$ cat config.mk
export PLATFORM = sky130hd
export DESIGN_NAME = load_store_unit
export DESIGN_NICKNAME = d
export VERILOG_FILES = /design/src/rtl/lsu_pkg.sv /design/src/rtl/lsu_align.sv /design/src/rtl/load_store_unit.sv
export SDC_FILE = /design/constraint.sdc
export NUM_CORES = 1
export LEC_CHECK = 0
export BUFFER_PORTS_ARGS = -buffer_cell sky130_fd_sc_hd__buf_2
export CAP_MARGIN = 15
export CORE_MARGIN = 2
export CORE_UTILIZATION = 46
export CTS_BUF_LIST = sky130_fd_sc_hd__clkbuf_4
export DETAILED_ROUTE_END_ITERATION = 8
export GPL_TIMING_DRIVEN = 0
export HOLD_SLACK_MARGIN = 0.02
export PLACE_DENSITY = 0.85
export SYNTH_ARGS = -nofsm -noshare
export SYNTH_HDL_FRONTEND = slang
export SYNTH_HIERARCHICAL = 1
export SYNTH_SLANG_ARGS = --single-unit
$ cat constraint.sdc
create_clock -name clk -period 2.8 [get_ports clk]
set_input_delay 0.42 -clock clk [delete_from_list [all_inputs] [get_ports clk]]
set_output_delay 0.42 -clock clk [all_outputs]
set_load 0.05 [all_outputs]
$ cat src/rtl/lsu_pkg.sv
// Shared encodings for the load/store unit: mem_op codes, funct3 width codes, FSM states.
package lsu_pkg;

  localparam logic [1:0] OP_NONE  = 2'b00;
  localparam logic [1:0] OP_LOAD  = 2'b01;
  localparam logic [1:0] OP_STORE = 2'b10;
  localparam logic [1:0] OP_RSVD  = 2'b11;

  localparam logic [2:0] SEL_B  = 3'b000;
  localparam logic [2:0] SEL_H  = 3'b001;
  localparam logic [2:0] SEL_W  = 3'b010;
  localparam logic [2:0] SEL_BU = 3'b100;
  localparam logic [2:0] SEL_HU = 3'b101;

  typedef enum logic [1:0] {
    S_IDLE = 2'b00,
    S_REQ  = 2'b01,
    S_RSP  = 2'b10,
    S_DONE = 2'b11
  } state_e;

endpackage

$ cat src/rtl/lsu_align.sv
// Combinational lane steering: byte strobes, replicated store data, extended load data.
// Misalign flag port exists only when LSU_MISALIGN_TRAP_EN is defined.
module lsu_align
  import lsu_pkg::*;
(
  input  logic [2:0]  sel,
  input  logic [1:0]  off,
  input  logic [31:0] sd,
  input  logic [31:0] rdata,
  output logic [3:0]  wstrb,
  output logic [31:0] wdata,
  output logic [31:0] ldata
`ifdef LSU_MISALIGN_TRAP_EN
  ,
  output logic        misalign
`endif
);

  logic [7:0]  b;
  logic [15:0] h;

  always_comb begin
    b     = rdata[{off, 3'b000} +: 8];
    h     = rdata[{off[1], 4'b0000} +: 16];
    wstrb = 4'b1111;
    wdata = sd;
    ldata = rdata;
    case (sel)
      SEL_B, SEL_BU: begin
        wstrb = 4'b0001 << off;
        wdata = {4{sd[7:0]}};
        ldata = sel[2] ? {24'b0, b} : {{24{b[7]}}, b};
      end
      SEL_H, SEL_HU: begin
        // addr[0] is ignored here, which gives natural-alignment truncation for free
        wstrb = 4'b0011 << {off[1], 1'b0};
        wdata = {2{sd[15:0]}};
        ldata = sel[2] ? {16'b0, h} : {{16{h[15]}}, h};
      end
      default: ;
    endcase
  end

`ifdef LSU_MISALIGN_TRAP_EN
  always_comb begin
    case (sel)
      SEL_B, SEL_BU: misalign = 1'b0;
      SEL_H, SEL_HU: misalign = off[0];
      default:       misalign = (off != 2'b00);
    endcase
  end
`endif

endmodule

$ cat src/rtl/load_store_unit.sv
// MEM-stage load/store unit: one bus transaction per op, min 3 cycles accept->result_valid,
// stalls upstream while busy. LSU_MISALIGN_TRAP_EN enables misaligned-access trapping.
module load_store_unit
  import lsu_pkg::*;
(
  input  logic        clk,
  input  logic        rst_n,
  input  logic        in_valid,
  input  logic [1:0]  mem_op,
  input  logic [2:0]  mem_sel,
  input  logic [31:0] addr,
  input  logic [31:0] store_data,
  output logic        stall,
  output logic        result_valid,
  output logic [31:0] load_data,
  output logic        misalign,
  output logic        bus_req,
  input  logic        bus_gnt,
  output logic        bus_we,
  output logic [31:0] bus_addr,
  output logic [31:0] bus_wdata,
  output logic [3:0]  bus_wstrb,
  input  logic        bus_rvalid,
  input  logic [31:0] bus_rdata
);

  state_e      state, state_d;
  logic [29:0] addr_q;
  logic [2:0]  sel_q;
  logic [1:0]  off_q;
  logic        load_q;
  logic [2:0]  a_sel;
  logic [1:0]  a_off;
  logic [3:0]  al_wstrb;
  logic [31:0] al_wdata, al_ldata;
  logic        accept, trap;

  assign accept   = (state == S_IDLE) && in_valid &&
                    ((mem_op == OP_LOAD) || (mem_op == OP_STORE));
  // Live fields drive the aligner while idle (strobes/misalign), captured fields afterwards (load lane).
  assign a_sel    = (state == S_IDLE) ? mem_sel   : sel_q;
  assign a_off    = (state == S_IDLE) ? addr[1:0] : off_q;
  assign bus_addr = {addr_q, 2'b00};

`ifdef LSU_MISALIGN_TRAP_EN
  logic al_mis, mis_q;
  assign trap     = al_mis;
  assign misalign = mis_q;

  always_ff @(posedge clk or negedge rst_n) begin
    if (!rst_n) mis_q <= 1'b0;
    else        mis_q <= accept && al_mis;
  end
`else
  assign trap     = 1'b0;
  assign misalign = 1'b0;
`endif

  lsu_align u_align (
    .sel      (a_sel),
    .off      (a_off),
    .sd       (store_data),
    .rdata    (bus_rdata),
    .wstrb    (al_wstrb),
    .wdata    (al_wdata),
    .ldata    (al_ldata)
`ifdef LSU_MISALIGN_TRAP_EN
    ,
    .misalign (al_mis)
`endif
  );

  always_ff @(posedge clk or negedge rst_n) begin
    if (!rst_n) state <= S_IDLE;
    else        state <= state_d;
  end

  always_comb begin
    state_d = state;
    stall   = 1'b0;
    case (state)
      S_IDLE: if (accept) begin
        stall   = 1'b1;
        state_d = trap ? S_DONE : S_REQ;
      end
      S_REQ: begin
        stall = 1'b1;
        if (bus_gnt) state_d = S_RSP;
      end
      S_RSP: begin
        stall = 1'b1;
        if (bus_rvalid) state_d = S_DONE;
      end
      S_DONE:  state_d = S_IDLE;
      default: state_d = S_IDLE;
    endcase
  end

  always_ff @(posedge clk or negedge rst_n) begin
    if (!rst_n) begin
      result_valid <= 1'b0;
      load_data    <= '0;
      bus_req      <= 1'b0;
      bus_we       <= 1'b0;
      addr_q       <= '0;
      bus_wdata    <= '0;
      bus_wstrb    <= '0;
      sel_q        <= '0;
      off_q        <= '0;
      load_q       <= 1'b0;
    end else begin
      result_valid <= (state_d == S_DONE);
      if (accept && !trap) begin
        bus_req   <= 1'b1;
        bus_we    <= (mem_op == OP_STORE);
        addr_q    <= addr[31:2];
        bus_wdata <= al_wdata;
        bus_wstrb <= (mem_op == OP_STORE) ? al_wstrb : 4'b0000;
        sel_q     <= mem_sel;
        off_q     <= addr[1:0];
        load_q    <= (mem_op == OP_LOAD);
      end
      if ((state == S_REQ) && bus_gnt) bus_req <= 1'b0;
      if ((state == S_RSP) && bus_rvalid && load_q) load_data <= al_ldata;
    end
  end

endmodule

Word-level counts from Yosys, hierarchy flattened
Cells that the tools add are included.
{ "totals": {"elab_cells": 52, "latch_bits": 0, "reg_bits": 109, "out_inout_bits": 105, "ramBits": 0, "romBits": 0, "memories": 0} }
{ "classes": {"bitwise": 0, "multipliers": 0, "div_mod_pow": 0, "add_sub_neg": 0, "n_reduce_logical": 12, "n_mux": 16, "magnitude_cmp": 0, "n_shift": 4, "n_eq_ne": 9} }
{ "op_table": {"columns": ["cell", "count"], "rows": [
  ["32-bit one-hot mux with 2 select lines", 2],
  ["32-bit 2-to-1 mux", 2],
  ["32-bit by 6-bit variable part select with 16-bit output", 1],
  ["32-bit by 6-bit variable part select with 8-bit output", 1],
  ["2-bit equality test (second input constant)", 4],
  ["2-bit 2-to-1 mux", 4],
  ["2-bit one-hot mux with 4 select lines", 1],
  ["4-bit one-hot mux with 2 select lines", 1],
  ["3-bit equality test (second input constant)", 2],
  ["2-bit OR reduction", 3],
  ["1-bit logical AND", 5],
  ["2-bit by 1-bit equality test with 1-bit output (second input constant)", 2],
  ["4-bit 2-to-1 mux", 1],
  ["1-bit by 2-bit << shifter with 4-bit output (first input constant)", 1],
  ["2-bit by 2-bit << shifter with 4-bit output (first input constant)", 1],
  ["3-bit by 1-bit equality test with 1-bit output (second input constant)", 1],
  ["3-bit logical NOT", 1],
  ["1-bit 2-to-1 mux", 3],
  ["3-bit 2-to-1 mux", 1],
  ["2-bit logical NOT", 1],
  ["1-bit one-hot mux with 2 select lines", 1],
  ["2-bit nonzero test", 1],
  ["1-bit logical OR", 1]
]} }

Longest topological paths before layout
Gate-level depths: netlist of the first run.
{ "depth": {"depth_word": 6, "mapped_depth": 11, "depth_no_buf": 7} }

Modules after synthesis
The synthesis of the first run kept the hierarchy.
{ "by_module_without_submodules": {"columns": ["mod", "area_each_um2", "seq_area_each_um2", "cells_per_inst", "instances"], "rows": [
  ["load_store_unit", 4490.6, 2727.6, 417, 1],
  ["lsu_align", 1102.3, 0.0, 158, 1]
]} }

Worst setup path after synthesis of the first run
OpenSTA, ideal clock, no wires.
{ "synth_timing": {"path_kind": "reg2reg", "start": "register state[0]", "end": "register load_data[10]", "arrival_time_ns": 2.502, "n_path_buf": 3, "required_time_ns": 2.675, "synth_period_minus_slack_ns": 2.627, "stages_incl_launch_ff": 11, "slack_ns": 0.173, "cell_sequence": "dfrtp_1 > inv_1 > ha_1 > buf_6 > mux2_2 > buf_6 > mux4_2 > and3b_1 > buf_2 > a221o_1 > mux2_4"} }
{ "synth_between": {"elab_chain_len": 5, "elab_cells_between_ends": 17, "classes_between": "4 x eq/ne; 2 x shift; 5 x mux; 6 x reduce/logical"} }
{ "synth_rtl": {"columns": ["item", "line", "text"], "rows": [
  ["from (decl)", "load_store_unit.sv:27", "state_e state, state_d;"],
  ["from (signal assigned)", "load_store_unit.sv:75", "else state <= state_d;"],
  ["2-bit logical NOT *", "load_store_unit.sv:42", "assign a_off = (state == S_IDLE) ? addr[1:0] : off_q;"],
  ["2-bit 2-to-1 mux *", "load_store_unit.sv:42", null],
  ["via a_off[1]", "load_store_unit.sv:33", "logic [1:0] a_off;"],
  ["32-bit by 6-bit variable part select with 16-bit output or 32-bit by 6-bit variable part select with 8-bit output (tied branches)", "lsu_align.sv:24, lsu_align.sv:23", null],
  ["32-bit 2-to-1 mux, on equally long branches", "lsu_align.sv:38, lsu_align.sv:32", null],
  ["32-bit one-hot mux with 2 select lines *", "lsu_align.sv:28", "case (sel)"],
  ["via al_ldata[10]", "load_store_unit.sv:35", "logic [31:0] al_wdata, al_ldata;"],
  ["to (signal assigned)", "load_store_unit.sv:124", "if ((state == S_RSP) && bus_rvalid && load_q) load_data <= al_ldata;"],
  ["to (decl)", "load_store_unit.sv:15", "output logic [31:0] load_data,"]
]} }
The timed path passes the listed nets; every way through them passes the cells marked *.
A chain may end at the register's enable or synchronous reset.

Worst setup path after layout of the first run
{ "layout_timing": {"start": "register state[1]", "end": "register load_data[13]"} }
The elaborated chain is that of the path after synthesis.

==> results of run 1 <==
==> cell families (layout without fill, tap and decap cells) <==
group                    after synthesis  count (layout)  share of synthesized area, %
flip-flops                           109             109                          48.8
AO/OA/AOI/OAI                         74              74                          8.75
buffers and inverters                 54             281                          6.22
adder cells (fa/ha/maj)                7               7                          1.57
other                                  1               3                        0.0670
AND/OR/NAND/NOR                      260             260                          18.7
multiplexers                          70              70                          16.0
==> registers in the layout (all words and copies together) (netlist names) <==
name          flops
bus_wdata        32
state             2
sel_q             3
load_q            1
addr_q           30
bus_we            1
off_q             2
bus_req           1
result_valid      1
bus_wstrb         4
load_data        32
==> synth_stat cells <==
cell	number
a211oi_1	1
buf_1	2
ha_1	7
a22o_1	7
o31ai_1	1
a21oi_2	1
mux2i_1	15
or3b_2	1
a21oi_1	34
buf_2	14
o21a_1	1
nor2_1	15
nor3_1	1
a31oi_1	1
o21ai_1	1
and4b_1	1
a221o_1	14
o21bai_1	4
mux4_2	1
buf_4	12
o21ai_0	9
nand3_2	1
mux2_4	30
nand3b_4	1
nor2_2	1
buf_6	11
nand3_1	6
inv_1	5
nor2b_1	5
dfrtp_1	109
nand2_1	226
and3b_1	2
conb_1	1
clkbuf_1	10
mux2_2	24
==> metal layers <==
layer | up-vias | GRT usage (%) | part of all wire, %
li1 | 2338 | - | -
met1 | 2357 | 30.2 | 42
met2 | 199 | 41.1 | 49
met3 | 31 | 4.18 | 6.2
met4 | 0 | 9.35 | 2.3
met5 | - | 0 | 0
==> worst register-to-register path: stages, from the launching register on <==
cell,delay (ps)
dfrtp_1,430
inv_2,100
ha_4,150
buf_8,130
mux2_2,350
buf_6,130
mux4_2,440
and3b_1,180
buf_2,150
a221o_1,270
mux2_4,270
==> per-stage QoR <==
stage | setup TNS, ps | util, %
detailed placement | -624 | 57.3
CTS | 0 | 58.6
floorplan | 0 | -
global route | 0 | 58.9
finish | 0 | 58.9
global placement | -226 | 57.0
==> cell type report <==
cell class | instances | area [µm²] | share of cell area (%)
flip-flops and latches | 109 | 2730 | 38.7
clock inverters | 6 | 63.8 | 0.905
plain buffers | 48 | 333 | 4.72
inverters | 5 | 18.8 | 0.266
well taps | 147 | 184 | 2.61
clock buffers | 9 | 67.6 | 0.958
repair buffers | 213 | 1110 | 15.7
multi-input cells | 414 | 2550 | 36.2
==> repair_timing <==
item / 4_1_cts / 5_1_grt
resized for setup: 3 / 6
hold buffers: 1 / 0
buffers inserted: 2 / 2
pin swaps: 0 / 1
setup endpoints to repair: 18 / 25
endpoints found under the hold margin: 37 / 0
==> power groups by stage <==
stage          sequential (W)  combinational [W]  clock (W)
3_3_place_gp          0.00262            0.00598          0
4_1_cts               0.00261            0.00614   0.000806
5_1_grt               0.00269            0.00659   0.000867
6_report              0.00261            0.00620   0.000789
2_1_floorplan         0.00485            0.00240          0
3_5_place_dp          0.00264            0.00608          0
==> worst paths after layout <==
| check | startpoint | to | cells past startpoint |
|---|---|---|---|
| worst max register to register | state[1] | load_data[13] | 10 |
| worst min-delay path | addr[16] | addr_q[14] | 3 |
| worst min register to register | bus_wstrb[1] | bus_wstrb[1] | 2 |
| max in group asynchronous | rst_n | bus_wdata[25] | 3 |
| min in group asynchronous | rst_n | addr_q[2] | 2 |
| worst max-delay path | state[1] | load_data[13] | 10 |
==> results.json, run 1 <==
{
  "outcome": "complete, no violations",
  "grt.overflow.total": 0,
  "vias_per_cell": 5.18,
  "root_buffer": "clkbuf_4",
  "min_path_type": "in2reg",
  "cap_violations": 0,
  "cp_max_fo": 10,
  "dr.pass1.iters": 4,
  "grt_usage_pct": 24.0,
  "p_total_w": 0.00960,
  "yosys-top-cells-area": "dfrtp_1, nand2_1, mux2_4, mux2_2, a21oi_1",
  "grt_pass1_wl_um": 24500,
  "synth.distinct_cells": 35,
  "drv_slew": 0,
  "wire_per_inst_um": 16.3,
  "dp_hpwl_um": 11800,
  "grt_max_degree": 57,
  "cp-end-kind": "register",
  "fin_cells": 951,
  "fin_ws_ps": 101,
  "timing.fmax_mhz": 371,
  "ioPinCount": 211,
  "p_sw_share_pct": 54.1,
  "yosys_warnings": 6,
  "clockPowerShare_pct": 8.2,
  "core_mm2": 0.0120,
  "placed_cells": 932,
  "area.growth.synth_to_final_pct": 26.1,
  "antenna_found_initial": 0,
  "drive_above_1_share_pct": 40.7,
  "p_leak_nw": 4.01,
  "ys_seq_area_share_pct": 48.8,
  "worst-path-buf-inv": 4,
  "cts_tree": "built",
  "p_seq_share_pct": 27.2,
  "cts_made_buffers": 9,
  "yosysTopAreaCell": "dfrtp_1",
  "rsz0062_at_grt": "false",
  "grt_pass1_vias": 4983,
  "setup_viol": 0,
  "die_w_um": 114,
  "start_kind": "register",
  "ant_nets": 0,
  "combPwrFrac_pct": 64.6,
  "cell_internal_pwr_w": 0.00441,
  "cpPeakStageDelay_ps": 440,
  "worstMarginPinSlew_ps": 807,
  "cp.required_ps": 3150,
  "insertion_delay_ps": 450,
  "fin_area_mm2": 0.00705,
  "cts_max_level": 3,
  "dieArea_mm2": 0.0131,
  "start_util_pct": 46.8,
  "fillers": 1068,
  "fin_crit_sh_pct": 96.4,
  "clock_path_buffers": 2,
  "reg2reg_slack_ps": 100,
  "synth_top_area_share_pct": 48.8,
  "p_switching_w": 0.00520,
  "syn_area_mm2": 0.00559,
  "max_slew_margin_pct": 45.8,
  "preCtsSetupSlack_ps": -139,
  "postSynthCellCount": 575,
  "ir_drop_uv": 722,
  "mostFrequentLayoutCell": "nand2_1",
  "ys_ff_latch": 109,
  "fin_skew_ps": 13.8,
  "placed_area_mm2": 0.00685,
  "path_cells": "inv_2, ha_4, buf_8, mux2_2, buf_6, mux4_2, and3b_1, buf_2, a221o_1, mux2_4",
  "clkSlewWorstSetupHoldPaths_ps": 160,
  "postSynthAreaPerCell_um2": 9.73,
  "drcViolationCount": 0,
  "critical_path_class": "reg2reg",
  "drtIter0Drc": 359,
  "final.min_clock_period_ps": 2700,
  "cts_sinks": 109,
  "pwr_density_cell_mw_per_mm2": 1360,
  "cp_top_family": "multiplexers",
  "antenna_cells": 0,
  "globalplace.congestion": 0.830,
  "die-height_um": 114,
  "fin_nets": 913,
  "wl_um": 15500,
  "cp.arrival_ps": 3050,
  "num_rows": 40,
  "final_cell_mix": "nand2_1, buf_2, dfrtp_1",
  "worst_hold_slack_ps": 143,
  "critPathSlowestCell": "mux4_2",
  "vias": 4925,
  "hold_violations": 0,
  "io_buffers": 207
}
(Power assumes the default switching activity.)
==> run 2, diff against run 1 <==
--- a/config.mk
+++ b/config.mk
@@ -5,6 +5,7 @@
 export SDC_FILE = /design/constraint.sdc
 export NUM_CORES = 1
 export LEC_CHECK = 0
+export ABC_AREA = 1
 export BUFFER_PORTS_ARGS = -buffer_cell sky130_fd_sc_hd__buf_2
 export CAP_MARGIN = 15
 export CORE_MARGIN = 2
@@ -18,3 +19,4 @@
 export SYNTH_HDL_FRONTEND = slang
 export SYNTH_HIERARCHICAL = 1
 export SYNTH_SLANG_ARGS = --single-unit
+export TNS_END_PERCENT = 20
==> run 2 against run 1 <==
Count of clock-buffer cells in the layout unchanged. Clock skew about the same. Die area down 3.2%. Utilization up 1.1 points. Synthesized cell count up 27%. Setup slack better by 98 ps. Synthesized area down 3.4%. Global-route usage up 1.0 points.
==> results.json, run 2 <==
{
  "worstMarginPinSlew_ps": 655,
  "start_util_pct": 47.1,
  "p_total_w": 0.00924,
  "hold_violations": 0,
  "cp.required_ps": 2380,
  "cts_max_level": 3,
  "wire_per_inst_um": 14.4,
  "fin_cells": 1103,
  "ir_drop_uv": 835,
  "die_w_um": 112,
  "cp-end-kind": "primary output",
  "setup_viol": 0,
  "die-height_um": 112,
  "final_cell_mix": "nand2_1, buf_2, dfrtp_1",
  "synth_edf_count": 0,
  "fin_area_mm2": 0.00688,
  "combPwrFrac_pct": 63.0,
  "area.growth.synth_to_final_pct": 27.3,
  "ioPinCount": 211,
  "cap_violations": 0,
  "drtIter0Drc": 478,
  "p_switching_w": 0.00530,
  "p_leak_nw": 4.16,
  "synth.distinct_cells": 23,
  "fin_nets": 1068,
  "ant_nets": 0,
  "grt_pass1_wl_um": 25400,
  "start_kind": "register",
  "core_mm2": 0.0115,
  "root_buffer": "clkbuf_4",
  "io_buffers": 207,
  "worst_hold_slack_ps": 131,
  "cts_sinks": 109,
  "antenna_found_initial": 0,
  "postSynthAreaPerCell_um2": 7.42,
  "fin_setup_tns_ps": 0,
  "vias_per_cell": 4.91,
  "ys_ff_latch": 109,
  "drive_above_1_share_pct": 28.7,
  "ys_seq_area_share_pct": 50.5,
  "p_seq_share_pct": 27.8,
  "clockPowerShare_pct": 9.2,
  "drcViolationCount": 0,
  "insertion_delay_ps": 460,
  "synth_top_flop_cell": "dfrtp_1",
  "max_slew_margin_pct": 56.3,
  "yosys-top-cells-area": "dfrtp_1, nand2_1, o21ai_0, nand3_1, inv_1",
  "path_cells": "inv_1, ha_2, nand2_1, nor2_4, clkbuf_4, nor2_1, nor2_1, clkbuf_4",
  "grt.overflow.total": 0,
  "yosys-top-cells-count": "nand2_1, dfrtp_1, inv_1, o21ai_0, nand3_1",
  "dieArea_mm2": 0.0126,
  "cpPeakStageDelay_ps": 430,
  "clkSlewWorstSetupHoldPaths_ps": 180,
  "wl_um": 15800,
  "antenna_cells": 0,
  "cts_tree": "built",
  "p_sw_share_pct": 57.3,
  "globalplace.congestion": 0.901,
  "yosysTopAreaCell": "dfrtp_1",
  "syn_area_mm2": 0.00541,
  "cts_made_buffers": 9,
  "clock_path_buffers": 2,
  "placed_area_mm2": 0.00666,
  "critPathSlowestCell": "dfrtp_1",
  "timing.fmax_mhz": 384,
  "dp_hpwl_um": 11900,
  "min_path_type": "in2reg",
  "grt_max_degree": 62,
  "critical_path_class": "reg2out",
  "ys_async_sr_fraction_pct": 100,
  "final.min_clock_period_ps": 2600,
  "fin_skew_ps": 13.3,
  "top_regs": "bus_wdata x32, load_data x32, addr_q x30",
  "mostFrequentLayoutCell": "nand2_1",
  "grt_pass1_vias": 5174,
  "yosysMostFrequentCell": "nand2_1",
  "pwr_density_cell_mw_per_mm2": 1340,
  "drv_slew": 0,
  "fin_crit_sh_pct": 92.9,
  "yosys_warnings": 6,
  "postSynthCellCount": 728,
  "dr.pass1.iters": 5,
  "cp.arrival_ps": 2180,
  "cp_max_fo": 10,
  "vias": 5411,
  "num_rows": 39,
  "synth_top_area_share_pct": 50.5,
  "cell_internal_pwr_w": 0.00394,
  "grt_usage_pct": 25.0,
  "placed_cells": 1081,
  "outcome": "complete, no violations"
}
-- run 2: cell count changes in the layout (fill, tap and decap cells not counted), sizes merged, moves of 5 or more --
| cell | before | now |
|---|---|---|
| inv | 6 | 64 |
| buf | 251 | 240 |
| a221o | 14 | 0 |
| mux2 | 54 | 0 |
| nand2 | 226 | 384 |
| nor2b | 5 | 0 |
| nor2 | 16 | 10 |
| mux2i | 15 | 0 |
| a21oi | 35 | 1 |
| clkbuf | 18 | 27 |
| o211ai | 0 | 6 |
| a22o | 7 | 0 |
| o21ai | 10 | 53 |
| nand3 | 7 | 50 |
-- run 2: layout make-up --
cell class                 count  area (µm²)
fill                        1090        4590
clock inverter                 7        81.3
inverter                      61         235
buffer                        44         256
tap                          143         179
multi-input combinational    515        2210
clock buffer                   9        67.6
timing repair buffer         215        1120
sequential                   109        2730
-- run 2: power by group through the flow --
stage               logic [W]  registers, W  clock network, W
finish                0.00583       0.00257          0.000849
global route          0.00631       0.00264          0.000931
CTS                   0.00573       0.00257          0.000866
detailed placement    0.00570       0.00260                 0
global placement      0.00561       0.00258                 0
floorplan             0.00208       0.00476                 0
-- run 2: per-stage QoR --
step	setup slack (ps)	util (%)
4_1_cts	2.68	59.5
3_3_place_gp	-24.5	57.8
5_1_grt	-23.7	60.0
2_1_floorplan	433	-
3_5_place_dp	-66.5	58.1
6_report	199	60.0
-- run 2: layer usage --
| layer | track usage, % | share of wire [%] | vias up |
|---|---|---|---|
| li1 | - | - | 2671 |
| met1 | 34.1 | 43 | 2451 |
| met2 | 39.3 | 46 | 242 |
| met3 | 4.64 | 7.3 | 47 |
| met4 | 10.8 | 3.5 | 0 |
| met5 | 0 | 0 | - |
-- run 2: critical path, delay by kind of cell (launching register included) --
family,cells,cell delay (ps)
DFF,1,430
adders and majority gates,1,250
and+or+nand+nor,4,420
buffers and inverters,3,610
-- run 2: cell families after synthesis --
| kind of cell | after synthesis | share of synthesized area [%] |
|---|---|---|
| other | 1 | 0.0694 |
| AO/OA/AOI/OAI | 61 | 6.18 |
| buffers and inverters | 106 | 8.98 |
| AND/OR/NAND/NOR | 444 | 32.7 |
| adder cells (fa/ha/maj) | 7 | 1.62 |
| flip-flops | 109 | 50.5 |
-- run 2: worst paths after layout --
path,from,endpoint,slack [ps],cells after the start
setup reg to reg,state[0],load_data[5],200,14
hold reg to reg,addr_q[0],addr_q[0],490,2
min in group asynchronous,rst_n,bus_we,500,2
max in group asynchronous,rst_n,load_data[25],1580,3
hold / removal,addr[5],addr_q[3],130,3
setup / recovery,state[0],stall,200,8
-- run 2: what timing repair did --
item                                    4_1_cts  5_1_grt
resized for setup                             2       11
hold buffers                                  1        0
pin swaps                                     0        1
endpoints found under the setup margin       25       46
buffers inserted                              0        6
endpoints found under the hold margin        48        0
==> run 3, diff against run 2 <==
--- a/config.mk
+++ b/config.mk
@@ -15,6 +15,7 @@
 export GPL_TIMING_DRIVEN = 0
 export HOLD_SLACK_MARGIN = 0.02
 export PLACE_DENSITY = 0.85
+export RECOVER_POWER = 100
 export SYNTH_ARGS = -nofsm -noshare
 export SYNTH_HDL_FRONTEND = slang
 export SYNTH_HIERARCHICAL = 1
==> run 3 against run 2 <==
Design area fell by 0.33%. Total power barely moved. Combinational power barely moved. Global-route usage did not move. Flip-flop and latch count did not move. Clock power barely moved. Die area did not move. Worst hold slack barely moved. Largest cell class unchanged. Largest power group unchanged.
==> results.json, run 3 (same netlist as run 2, synthesis figures left out) <==
{
  "ant_nets": 0,
  "cp.arrival_ps": 2180,
  "r2r.worst_path.cells": 14,
  "cts_max_level": 3,
  "cpPeakStageDelay_ps": 430,
  "cp-end-kind": "primary output",
  "clkSlewWorstSetupHoldPaths_ps": 180,
  "critPathSlowestCell": "dfrtp_1",
  "die-height_um": 112,
  "vias": 5414,
  "cp_max_fo": 10,
  "final_cell_mix": "nand2_1, buf_2, dfrtp_1",
  "cts_made_buffers": 9,
  "fin_setup_tns_ps": 0,
  "cap_violations": 0,
  "cts_sinks": 109,
  "cts_tree": "built",
  "reg2reg_slack_ps": 210,
  "regToRegEndpoint": "load_data[2]",
  "drive_above_1_share_pct": 28.7,
  "antenna_found_initial": 0,
  "start_kind": "register",
  "cp.required_ps": 2380,
  "top_regs": "bus_wdata x32, load_data x32, addr_q x30",
  "placed_area_mm2": 0.00666,
  "outcome": "complete, no violations",
  "worstMarginPinSlew_ps": 1210,
  "wire_per_inst_um": 14.4,
  "antenna_cells": 0,
  "io_buffers": 207,
  "globalplace.congestion": 0.901,
  "whs_endpoint": "addr_q[3]",
  "cp_top_family": "buffers and inverters",
  "fin_ws_ps": 201,
  "fin_cells": 1103,
  "start_util_pct": 47.1,
  "hp-start": "addr[5]",
  "dieArea_mm2": 0.0126,
  "vias_per_cell": 4.91,
  "core_mm2": 0.0115,
  "min_path_type": "in2reg",
  "wl_um": 15800,
  "insertion_delay_ps": 460,
  "fin_crit_sh_pct": 92.8,
  "reg2reg_from": "state[0]",
  "final.min_clock_period_ps": 2600,
  "preCtsSetupSlack_ps": -66.5,
  "fin_nets": 1068,
  "path_cells": "inv_1, ha_2, nand2_1, nor2_4, clkbuf_4, nor2_1, nor2_1, clkbuf_4",
  "setup_viol": 0,
  "area.growth.synth_to_final_pct": 26.9,
  "final_core_util_pct": 59.8,
  "fin_area_mm2": 0.00686,
  "grt_max_degree": 62,
  "grt_pass1_vias": 5174,
  "placed_cells": 1081,
  "drv_slew": 0,
  "drtIter0Drc": 478,
  "timing.fmax_mhz": 385,
  "max_slew_margin_pct": 19.1,
  "num_rows": 39,
  "grt_pass1_wl_um": 25400,
  "grt_usage_pct": 25.0,
  "dr.pass1.iters": 5,
  "dp_hpwl_um": 11900,
  "p_leak_nw": 4.15,
  "root_buffer": "clkbuf_4",
  "grt.overflow.total": 0,
  "critical_path_class": "reg2out",
  "clock_path_buffers": 2,
  "fin_skew_ps": 14.9,
  "hold_depth": 3,
  "hold_violations": 0,
  "mostFrequentLayoutCell": "nand2_1",
  "worst-path-buf-inv": 3,
  "drcViolationCount": 0,
  "pwr_density_cell_mw_per_mm2": 1350,
  "die_w_um": 112,
  "ioPinCount": 211,
  "ir_drop_uv": 835
}
[run 3: cell type report]
type / count / area (µm²)
multi-input cells: 515 / 2210
flip-flops and latches: 109 / 2730
inverters: 61 / 235
clock inverters: 7 / 81.3
clock buffers: 9 / 67.6
well taps: 143 / 179
plain buffers: 44 / 256
fillers: 1093 / 4610
repair buffers: 215 / 1100
[run 3: power breakdown]
group          internal, W  leakage [nW]  switching, W
clock             0.000289        0.0784      0.000559
combinational      0.00142          2.67       0.00440
sequential         0.00223          1.41      0.000339
total              0.00394          4.15       0.00530
[run 3: layer usage]
layer,share of wire [%],global-route usage (%),wire (µm),up-vias
met5,0,0,0,-
met4,3.4,10.8,532,0
met3,7.2,4.64,1140,43
met2,46,39.3,7290,249
met1,43,34.1,6870,2452
li1,-,-,-,2670
[run 3: tightest hold or removal path: cells and delay by family]
| kind | cells | cell delay [ps] |
|---|---|---|
| AND/OR/NAND/NOR | 2 | 90 |
| buffers and inverters | 1 | 80 |
[run 3: through the flow]
step                      hold slack [ps]  power (W)
final                                 131    0.00924
after global routing                 94.1    0.00988
after CTS                             118    0.00916
after detailed placement              453    0.00830
after global placement                449    0.00819
after floorplan                       124    0.00684
[run 3: worst max path at each step]
stage          startpoint            end  slack, ps  depth (start not counted)
4_1_cts          state[0]          stall          3                          8
5_1_grt          state[0]   load_data[5]        -20                         14
3_3_place_gp     state[0]  load_data[27]        -20                         12
6_report         state[0]          stall        200                          8
3_5_place_dp     state[1]   load_data[9]        -70                         11
2_1_floorplan    state[0]   load_data[0]        430                         14
[run 3: repair_timing]
action | in CTS | in global routing
gates cloned | 0 | 0
pin swaps | 0 | 1
hold buffers | 1 | 0
gates resized for setup | 2 | 11
endpoints found under the hold margin | 48 | 0
setup endpoints to repair | 25 | 46
buffers inserted | 0 | 6
